### src/rtl/barr_arb.sv
// barr_arb: shares one combinational Barrett reducer between NREQ requesters.
// Each requester may have one operand outstanding; an accepted operand sits
// in a single issue stage for one cycle, then the reducer result is parked
// in that requester's result slot until consumed.
// Optional build macro: BARR_ARB_PRIO_EN selects fixed priority (lowest index
// wins) instead of round-robin arbitration.
module barr_arb #(
    parameter int NREQ = 4
) (
    input  logic               clk_i,
    input  logic               rst_i,
    input  logic [NREQ-1:0]    req_valid_i,
    output logic [NREQ-1:0]    req_ready_o,
    input  logic [NREQ*16-1:0] req_data_i,
    output logic [NREQ-1:0]    rsp_valid_o,
    input  logic [NREQ-1:0]    rsp_ready_i,
    output logic [NREQ*16-1:0] rsp_data_o,
    output logic [15:0]        barr_op_o,
    input  logic [15:0]        barr_res_i,
    output logic               busy_o,
    output logic [31:0]        accept_cnt_o
);
    localparam int PW = $clog2(NREQ);

    logic [NREQ-1:0]       rsp_vld_q, rsp_vld_d;
    logic [NREQ-1:0][15:0] rsp_dat_q, rsp_dat_d;
    logic                  iss_vld_q, iss_vld_d;
    logic [PW-1:0]         iss_tag_q, iss_tag_d;
    logic [15:0]           iss_op_q, iss_op_d;
    logic [31:0]           cnt_q, cnt_d;
`ifndef BARR_ARB_PRIO_EN
    logic [PW-1:0]         rr_q, rr_d;
`endif

    logic [NREQ-1:0] elig;
    logic [NREQ-1:0] gnt;
    logic [PW-1:0]   gnt_idx;
    logic [PW-1:0]   idx;
    logic            gnt_any;
    logic [15:0]     gnt_op;

    // A requester is eligible only with nothing in flight and no held result
    always_comb begin
        elig = '0;
        for (int i = 0; i < NREQ; i++)
            elig[i] = !rsp_vld_q[i] && !(iss_vld_q && iss_tag_q == PW'(i));
    end

    // Pick one requester per cycle; ready is suppressed while in reset
    always_comb begin
        gnt     = '0;
        gnt_idx = '0;
        gnt_any = 1'b0;
        gnt_op  = '0;
        idx     = '0;
        for (int k = 0; k < NREQ; k++) begin
`ifdef BARR_ARB_PRIO_EN
            idx = PW'(k);
`else
            idx = PW'((int'(rr_q) + k) % NREQ);
`endif
            if (!gnt_any && !rst_i && req_valid_i[idx] && elig[idx]) begin
                gnt_any = 1'b1;
                gnt_idx = idx;
            end
        end
        for (int i = 0; i < NREQ; i++) begin
            if (gnt_any && gnt_idx == PW'(i)) begin
                gnt[i] = 1'b1;
                gnt_op = req_data_i[i*16 +: 16];
            end
        end
    end

    // Next state: issue stage load, result capture/consume, counter, pointer
    always_comb begin
        iss_vld_d = gnt_any;
        iss_tag_d = gnt_any ? gnt_idx : iss_tag_q;
        iss_op_d  = gnt_any ? gnt_op : iss_op_q;
        cnt_d     = cnt_q + 32'(gnt_any);
`ifndef BARR_ARB_PRIO_EN
        rr_d = rr_q;
        if (gnt_any)
            rr_d = (gnt_idx == PW'(NREQ - 1)) ? '0 : gnt_idx + 1'b1;
`endif
        rsp_vld_d = rsp_vld_q;
        rsp_dat_d = rsp_dat_q;
        for (int i = 0; i < NREQ; i++) begin
            // consume only when a result is actually held
            if (rsp_vld_q[i] && rsp_ready_i[i]) begin
                rsp_vld_d[i] = 1'b0;
                rsp_dat_d[i] = '0;
            end
            // slot cannot be held while its operand is in flight, so no clash
            if (iss_vld_q && iss_tag_q == PW'(i)) begin
                rsp_vld_d[i] = 1'b1;
                rsp_dat_d[i] = barr_res_i;
            end
        end
    end

    // State registers with synchronous reset; in-flight work is dropped
    always_ff @(posedge clk_i) begin
        if (rst_i) begin
            iss_vld_q <= 1'b0;
            iss_tag_q <= '0;
            iss_op_q  <= '0;
            cnt_q     <= '0;
            rsp_vld_q <= '0;
            rsp_dat_q <= '0;
`ifndef BARR_ARB_PRIO_EN
            rr_q      <= '0;
`endif
        end else begin
            iss_vld_q <= iss_vld_d;
            iss_tag_q <= iss_tag_d;
            iss_op_q  <= iss_op_d;
            cnt_q     <= cnt_d;
            rsp_vld_q <= rsp_vld_d;
            rsp_dat_q <= rsp_dat_d;
`ifndef BARR_ARB_PRIO_EN
            rr_q      <= rr_d;
`endif
        end
    end

    // Result data is zero whenever its slot is empty
    always_comb begin
        rsp_data_o = '0;
        for (int i = 0; i < NREQ; i++)
            if (rsp_vld_q[i]) rsp_data_o[i*16 +: 16] = rsp_dat_q[i];
    end

    assign req_ready_o  = gnt;
    assign rsp_valid_o  = rsp_vld_q;
    assign barr_op_o    = iss_vld_q ? iss_op_q : 16'h0;
    assign busy_o       = iss_vld_q || (|rsp_vld_q);
    assign accept_cnt_o = cnt_q;

endmodule
### config.mk
export PLATFORM = sky130hd
export DESIGN_NAME = barr_arb
export DESIGN_NICKNAME = d
export VERILOG_FILES = /design/src/rtl/barr_arb.sv
export SDC_FILE = /design/constraint.sdc
export NUM_CORES = 1
export LEC_CHECK = 0
export ABC_CLOCK_PERIOD_IN_PS = 8730
export CAP_MARGIN = 5
export CORE_MARGIN = 2
export CORE_UTILIZATION = 45
export CTS_CLUSTER_DIAMETER = 150
export CTS_CLUSTER_SIZE = 40
export DETAILED_ROUTE_END_ITERATION = 10
export DONT_BUFFER_PORTS = 1
export GPL_TIMING_DRIVEN = 1
export PLACE_DENSITY = 0.64
export SYNTH_ARGS = -nofsm -noshare
export SYNTH_HDL_FRONTEND = slang
export SYNTH_SLANG_ARGS = --single-unit
### constraint.sdc
create_clock -name clk_i -period 8.73 [get_ports clk_i]
set_clock_uncertainty 0.1 [all_clocks]
set_input_delay 1.746 -clock clk_i [delete_from_list [all_inputs] [get_ports clk_i]]
set_output_delay 1.746 -clock clk_i [all_outputs]
set_load 0.01 [all_outputs]
==> results of run 1 <==
-- Yosys cell counts, drive strengths merged, types with 2 or more instances --
| master | n | share of area (%) |
|---|---|---|
| dfxtp | 121 | 41 |
| nor2 | 118 | 7.4 |
| and2 | 84 | 8.8 |
| a22oi | 64 | 8.0 |
| clkbuf | 39 | 2.4 |
| a21oi | 29 | 2.4 |
| nor3 | 24 | 2.3 |
| nor2b | 22 | 2.3 |
| a211oi | 18 | 2.5 |
| buf | 17 | 1.7 |
| xnor2 | 17 | 2.5 |
| a221oi | 16 | 2.3 |
| nand3 | 15 | 1.3 |
| nor4 | 12 | 2.2 |
| inv | 10 | 0.63 |
| nand2 | 10 | 0.63 |
| nand2b | 8 | 0.84 |
| xor2 | 8 | 1.2 |
| ha | 7 | 1.5 |
| nand4 | 6 | 0.88 |
| o21ai | 6 | 0.50 |
| or3 | 6 | 0.63 |
| and3 | 5 | 0.54 |
| nand3b | 4 | 0.50 |
| or4 | 3 | 0.50 |
| a311oi | 2 | 0.50 |
| and3b | 2 | 0.29 |
| and4 | 2 | 0.29 |
| mux2i | 2 | 0.33 |
| nor3b | 2 | 0.42 |
| o211ai | 2 | 0.25 |
| o22ai | 2 | 0.21 |
-- flip-flops by register name, indices dropped and copies added, names as in the netlist --
signal	count
rr_q	2
rsp_valid_o	4
rsp_dat_q	64
iss_vld_q	1
iss_op_q	16
iss_tag_q	2
accept_cnt_o	32
-- report_power, final --
| group | switching (mW) | internal (mW) |
|---|---|---|
| clock network | 0.245 | 0.471 |
| logic | 0.297 | 0.210 |
| registers | 0.0686 | 0.632 |
-- per-stage QoR --
| stage | total power [mW] | std cells | hold WS [ns] |
|---|---|---|---|
| global placement | 1.191 | 827 | 0.3707 |
| detailed placement | 1.213 | 827 | 0.3747 |
| finish | 1.924 | 859 | 0.3855 |
| CTS | 1.933 | 859 | 0.3909 |
| floorplan | 1.118 | 700 | 0.3571 |
| global route | 2.038 | 859 | 0.4098 |
-- how the worst min path moves through the flow --
stage                   from            end  slack [ns]  depth (start not counted)
2_1_floorplan  rsp_dat_q[10]  rsp_dat_q[10]        0.36                          2
3_3_place_gp   rsp_dat_q[40]  rsp_dat_q[40]        0.37                          2
3_5_place_dp   rsp_dat_q[11]  rsp_dat_q[11]        0.37                          2
4_1_cts        rsp_dat_q[11]  rsp_dat_q[11]        0.39                          2
5_1_grt        rsp_dat_q[36]  rsp_dat_q[36]        0.41                          2
6_report       rsp_dat_q[11]  rsp_dat_q[11]        0.39                          2
-- kinds of logic after synthesis --
kind of cell    Yosys count  share of synthesized area [%]
xor+xnor                 25                          3.661
compound gates          149                          18.24
mux                       3                         0.5230
flops                   121                          40.50
simple gates            329                          30.80
fa+ha+maj                 7                          1.464
buf+inv                  66                          4.812
-- critical path, delay by kind of cell --
family,cells,cell delay [ns]
fa+ha+maj,1,0.78
simple gates,3,0.82
compound gates,3,0.90
-- cell type report --
cell class	instances	area share, %
Clock inverter	11	2.174
Sequential cell	121	36.60
Tap cell	176	3.328
Timing Repair Buffer	7	0.7941
Inverter	10	0.5672
Multi-Input combinational cell	513	49.42
Clock buffer	21	7.109
-- layer usage --
layer	global-route usage [%]	vias to the layer above	routed length (um)
li1	-	2416	-
met1	27.06	2372	6754
met2	33.01	204	7121
met3	5.987	17	1059
met4	6.622	0	252
met5	0	-	0
==> flow_metrics.py, run 1 <==
metrics = {
    "run_status": {
        "status": "complete, no violations",
    },
    "sta": {
        "fin_crit_ns": 6.092,
        "hold_viol_final": 0,
        "slew_violations": 0,
        "final_critical_path_setup_slack_ns": 2.638,
        "fin_tns_setup_ns": 0,
        "relSlewSlack_pct": 29.52,
        "finalSetupViolCount": 0,
        "worst_pin_slew_ns": 1.055,
        "timing.fmax_mhz": 164.2,
        "grt_setup_unrepaired": "false",
        "fin_crit_sh_pct": 69.78,
    },
    "yosys": {
        "synth_edf_count": 0,
        "synth_area_per_cell_um2": 8.544,
        "synth-main-ff-cell": "dfxtp_1",
        "synth_area_um2": 5981,
        "syn_inst": 700,
        "yosys_warnings": 0,
        "ys_ff_latch": 121,
        "ys_seq_area_share_pct": 40.50,
        "ys_types": 59,
        "synthArstFlopShare_pct": 0,
        "syn_nets": 797,
    },
    "global_route": {
        "grt_usage_pct": 20.73,
        "grt.overflow.total": 0,
        "grt_antenna_before_repair": 0,
        "grt_pass1_wl_mm": 24.07,
        "grt_pass1_vias": 4608,
        "grt_max_degree": 132,
    },
    "setup_path": {
        "critPathMaxFanout": 33,
        "cp_data_arrival_time_ns": 4.25,
        "startpoint_type": "input pin",
        "rr_endpoint": "iss_op_q[14]",
        "r2r_cells": 11,
        "max_stage_delay_ns": 0.78,
        "crit_chain": "or3b_2 -> o221a_1 -> a311oi_2 -> nor4_1 -> a211oi_1 -> ha_1 -> and2_1",
        "cp-end-kind": "output pin",
        "worst_path_max_delay_cell": "ha_1",
        "worstSetupPathType": "input pin to output pin",
        "reg2reg_from": "iss_vld_q",
        "critical_path_required_ns": 6.88,
        "r2r_slack_ns": 3.93,
        "setup.worst_path.end": "req_ready_o[2]",
        "crit_start": "req_valid_i[0]",
    },
    "finish": {
        "finish.instance_area_um2": 6618,
        "final_common_cell": "dfxtp_1",
        "seqCellArea_um2": 2422,
        "final_util_pct": 50.57,
        "antenna_cells": 0,
        "final_nets": 767,
        "final_layout_size_suffix_gt1_share_pct": 9.663,
        "syn2layout_area_growth_pct": 10.65,
        "fill_cells": 1205,
        "final_cell_mix": "121 x dfxtp_1, 118 x nor2_1, 84 x and2_1",
        "multiInputGateArea_um2": 3271,
    },
    "drt": {
        "wire_per_inst_um": 17.68,
        "detail-route-antenna-nets": 0,
        "drcViolationCount": 0,
        "vias_per_cell": 5.831,
        "dr.pass1.iters": 5,
        "drt_iter0_drc": 430,
        "wl_mm": 15.19,
        "num_vias": 5009,
    },
    "cts": {
        "cts_max_level": 4,
        "cts.sinks": 121,
        "clk_pin_slew_ns": 0.05,
        "cts_buffers": 17,
        "cts_tree": "done",
        "holdBufCountCts": 0,
        "cts_root_buf": "clkbuf_16",
        "insertion_delay_ns": 0.40,
        "post-cts-setup-buffers": 0,
        "cts_resized": 0,
        "cts_max_path_buffers": 2,
    },
    "flow_run": {
        "max_cap_viol_count": 0,
    },
    "floorplanning": {
        "pin_count": 211,
        "row_count": 42,
        "die-area_um2": 14230,
        "initial_core_util_pct": 45.71,
        "die_h_um": 119.3,
        "design.core.area_um2": 13090,
        "die_w_um": 119.3,
    },
    "power": {
        "p_leak_nw": 2.378,
        "power_density_nw_per_um2": 290.7,
        "peakVddDrop_mv": 0.2519,
    },
    "placed_design": {
        "gp_congestion": 0.9688,
        "hpwlAfterDp_mm": 10.67,
        "placedInstanceArea_um2": 6003,
        "port_buffers": 0,
        "pre_cts_ws_ns": 2.675,
    },
    "hold_path": {
        "hp-class": "register to register",
    },
}
No activity file was read; power rests on OpenSTA's default activity.
==> run 2, diff against run 1 <==
ABC_CLOCK_PERIOD_IN_PS = 6360   (was 8730)
clock period = 6.36 ns   (was 8.73 ns; I/O delays follow)
==> run 2 against run 1 <==
Compared with the run above: sequential power grew 37%; via count up 1.3%; cell count rose by 0.23%; critical path depth unchanged; design area up 0.68%; setup slack got worse by 1.6 ns; highest routed layer unchanged; flip-flop and latch count unchanged; clock-buffer cell count grew 2; register-to-register slack worse by 2.2 ns.
==> flow_metrics.py, run 2 (same netlist as run 1, synthesis figures left out) <==
metrics = {
    "power": {
        "peakVddDrop_mv": 0.2870,
        "power_density_nw_per_um2": 401.5,
        "p_leak_nw": 2.397,
    },
    "sta": {
        "hold_viol_final": 0,
        "relSlewSlack_pct": 31.07,
        "grt_setup_unrepaired": "false",
        "finalSetupViolCount": 0,
        "worst_pin_slew_ns": 1.032,
        "timing.fmax_mhz": 187.4,
        "slew_violations": 0,
        "fin_crit_sh_pct": 83.91,
        "fin_tns_setup_ns": 0,
        "fin_crit_ns": 5.337,
    },
    "floorplanning": {
        "design.core.area_um2": 13090,
        "die_w_um": 119.3,
        "row_count": 42,
        "pin_count": 211,
        "initial_core_util_pct": 45.71,
        "die-area_um2": 14230,
        "die_h_um": 119.3,
    },
    "cts": {
        "post-cts-setup-buffers": 0,
        "cts_resized": 0,
        "holdBufCountCts": 0,
        "cts_max_path_buffers": 2,
        "cts_buffers": 17,
        "clk_pin_slew_ns": 0.05,
        "insertion_delay_ns": 0.41,
        "cts.sinks": 121,
        "cts_tree": "done",
        "cts_root_buf": "clkbuf_16",
        "cts_max_level": 4,
    },
    "drt": {
        "wire_per_inst_um": 17.88,
        "drt_iter0_drc": 458,
        "drcViolationCount": 0,
        "dr.pass1.iters": 5,
        "num_vias": 5076,
        "vias_per_cell": 5.895,
        "detail-route-antenna-nets": 0,
        "wl_mm": 15.39,
    },
    "flow_run": {
        "max_cap_viol_count": 0,
    },
    "run_status": {
        "status": "complete, no violations",
    },
    "finish": {
        "antenna_cells": 0,
        "final_layout_size_suffix_gt1_share_pct": 10.07,
        "final_nets": 769,
        "fin_cells": 861,
        "final_cell_mix": "121 x dfxtp_1, 118 x nor2_1, 84 x and2_1",
        "largest_reg_flops": 64,
        "regMostFlops": "rsp_dat_q",
        "final_util_pct": 50.92,
        "syn2layout_area_growth_pct": 11.40,
        "final_common_cell": "dfxtp_1",
    },
    "hold_path": {
        "hp-class": "register to register",
    },
    "placed_design": {
        "port_buffers": 0,
        "dp_cells": 829,
        "gp_congestion": 0.8784,
        "hpwlAfterDp_mm": 10.77,
    },
    "setup_path": {
        "worstSetupPathType": "register to output pin",
        "cp-end-kind": "output pin",
        "worst_path_max_delay_cell": "ha_1",
        "max_stage_delay_ns": 0.88,
        "critPathMaxFanout": 33,
        "startpoint_type": "register",
        "cp_data_arrival_time_ns": 3.96,
        "crit_chain": "and3_1 -> o32a_1 -> nand2b_1 -> o211ai_1 -> o21ai_0 -> ha_1 -> and2_1",
        "critical_path_required_ns": 4.99,
    },
    "global_route": {
        "grt_max_degree": 132,
        "grt_usage_pct": 21.81,
        "grt_pass1_wl_mm": 25.03,
        "grt.overflow.total": 0,
        "grt_pass1_vias": 4893,
        "grt_antenna_before_repair": 0,
    },
}
run 2: through the flow:
stage | hold WS (ns) | setup WS [ns] | area (um^2) | power, mW
after detailed placement | 0.3752 | 1.253 | 6018 | 1.666
after CTS | 0.3911 | 1.057 | 6663 | 2.688
after global placement | 0.3707 | 1.299 | 6018 | 1.636
after floorplan | 0.3571 | 1.602 | 5981 | 1.535
final | 0.3874 | 1.023 | 6663 | 2.675
after global routing | 0.4145 | 0.6294 | 6663 | 2.833
run 2: final cells by class:
cell class	count	area, um^2
Fill cell	1214	6422
Tap cell	176	220.2
Timing Repair Buffer	9	67.56
Clock buffer	23	508.0
Multi-Input combinational cell	513	3271
Inverter	10	37.54
Clock inverter	9	136.4
Sequential cell	121	2422
run 2: power breakdown:
part	leakage (nW)	total, mW	internal (mW)	switching (mW)
clock	0.300	1.02	0.679	0.337
sequential	0.984	0.959	0.867	0.0915
combinational	1.11	0.700	0.291	0.408
total	2.40	2.68	1.84	0.837
run 2: path summary, 6_finish.rpt:
kind                      start        endpoint  slack, ns  cells past startpoint
setup / recovery      iss_vld_q  req_ready_o[3]       1.02                      7
hold / removal    rsp_dat_q[35]   rsp_dat_q[35]       0.39                      2
setup reg to reg      iss_vld_q     iss_op_q[8]       1.70                     11
hold reg to reg   rsp_dat_q[35]   rsp_dat_q[35]       0.39                      2
run 2: critical path, delay by kind of cell (launching register included):
kind | cells | cell delay [ns]
adders and majority gates | 1 | 0.88
DFF | 1 | 0.74
and+or+nand+nor | 3 | 1.24
AOI/OAI and AO/OA | 3 | 0.69
run 2: metal layers:
metal	vias to the layer above	wire length (um)	GRT usage [%]
li1	2417	-	-
met1	2418	6665	27.55
met2	215	7239	35.20
met3	26	1154	5.795
met4	0	335	9.077
met5	-	0	0
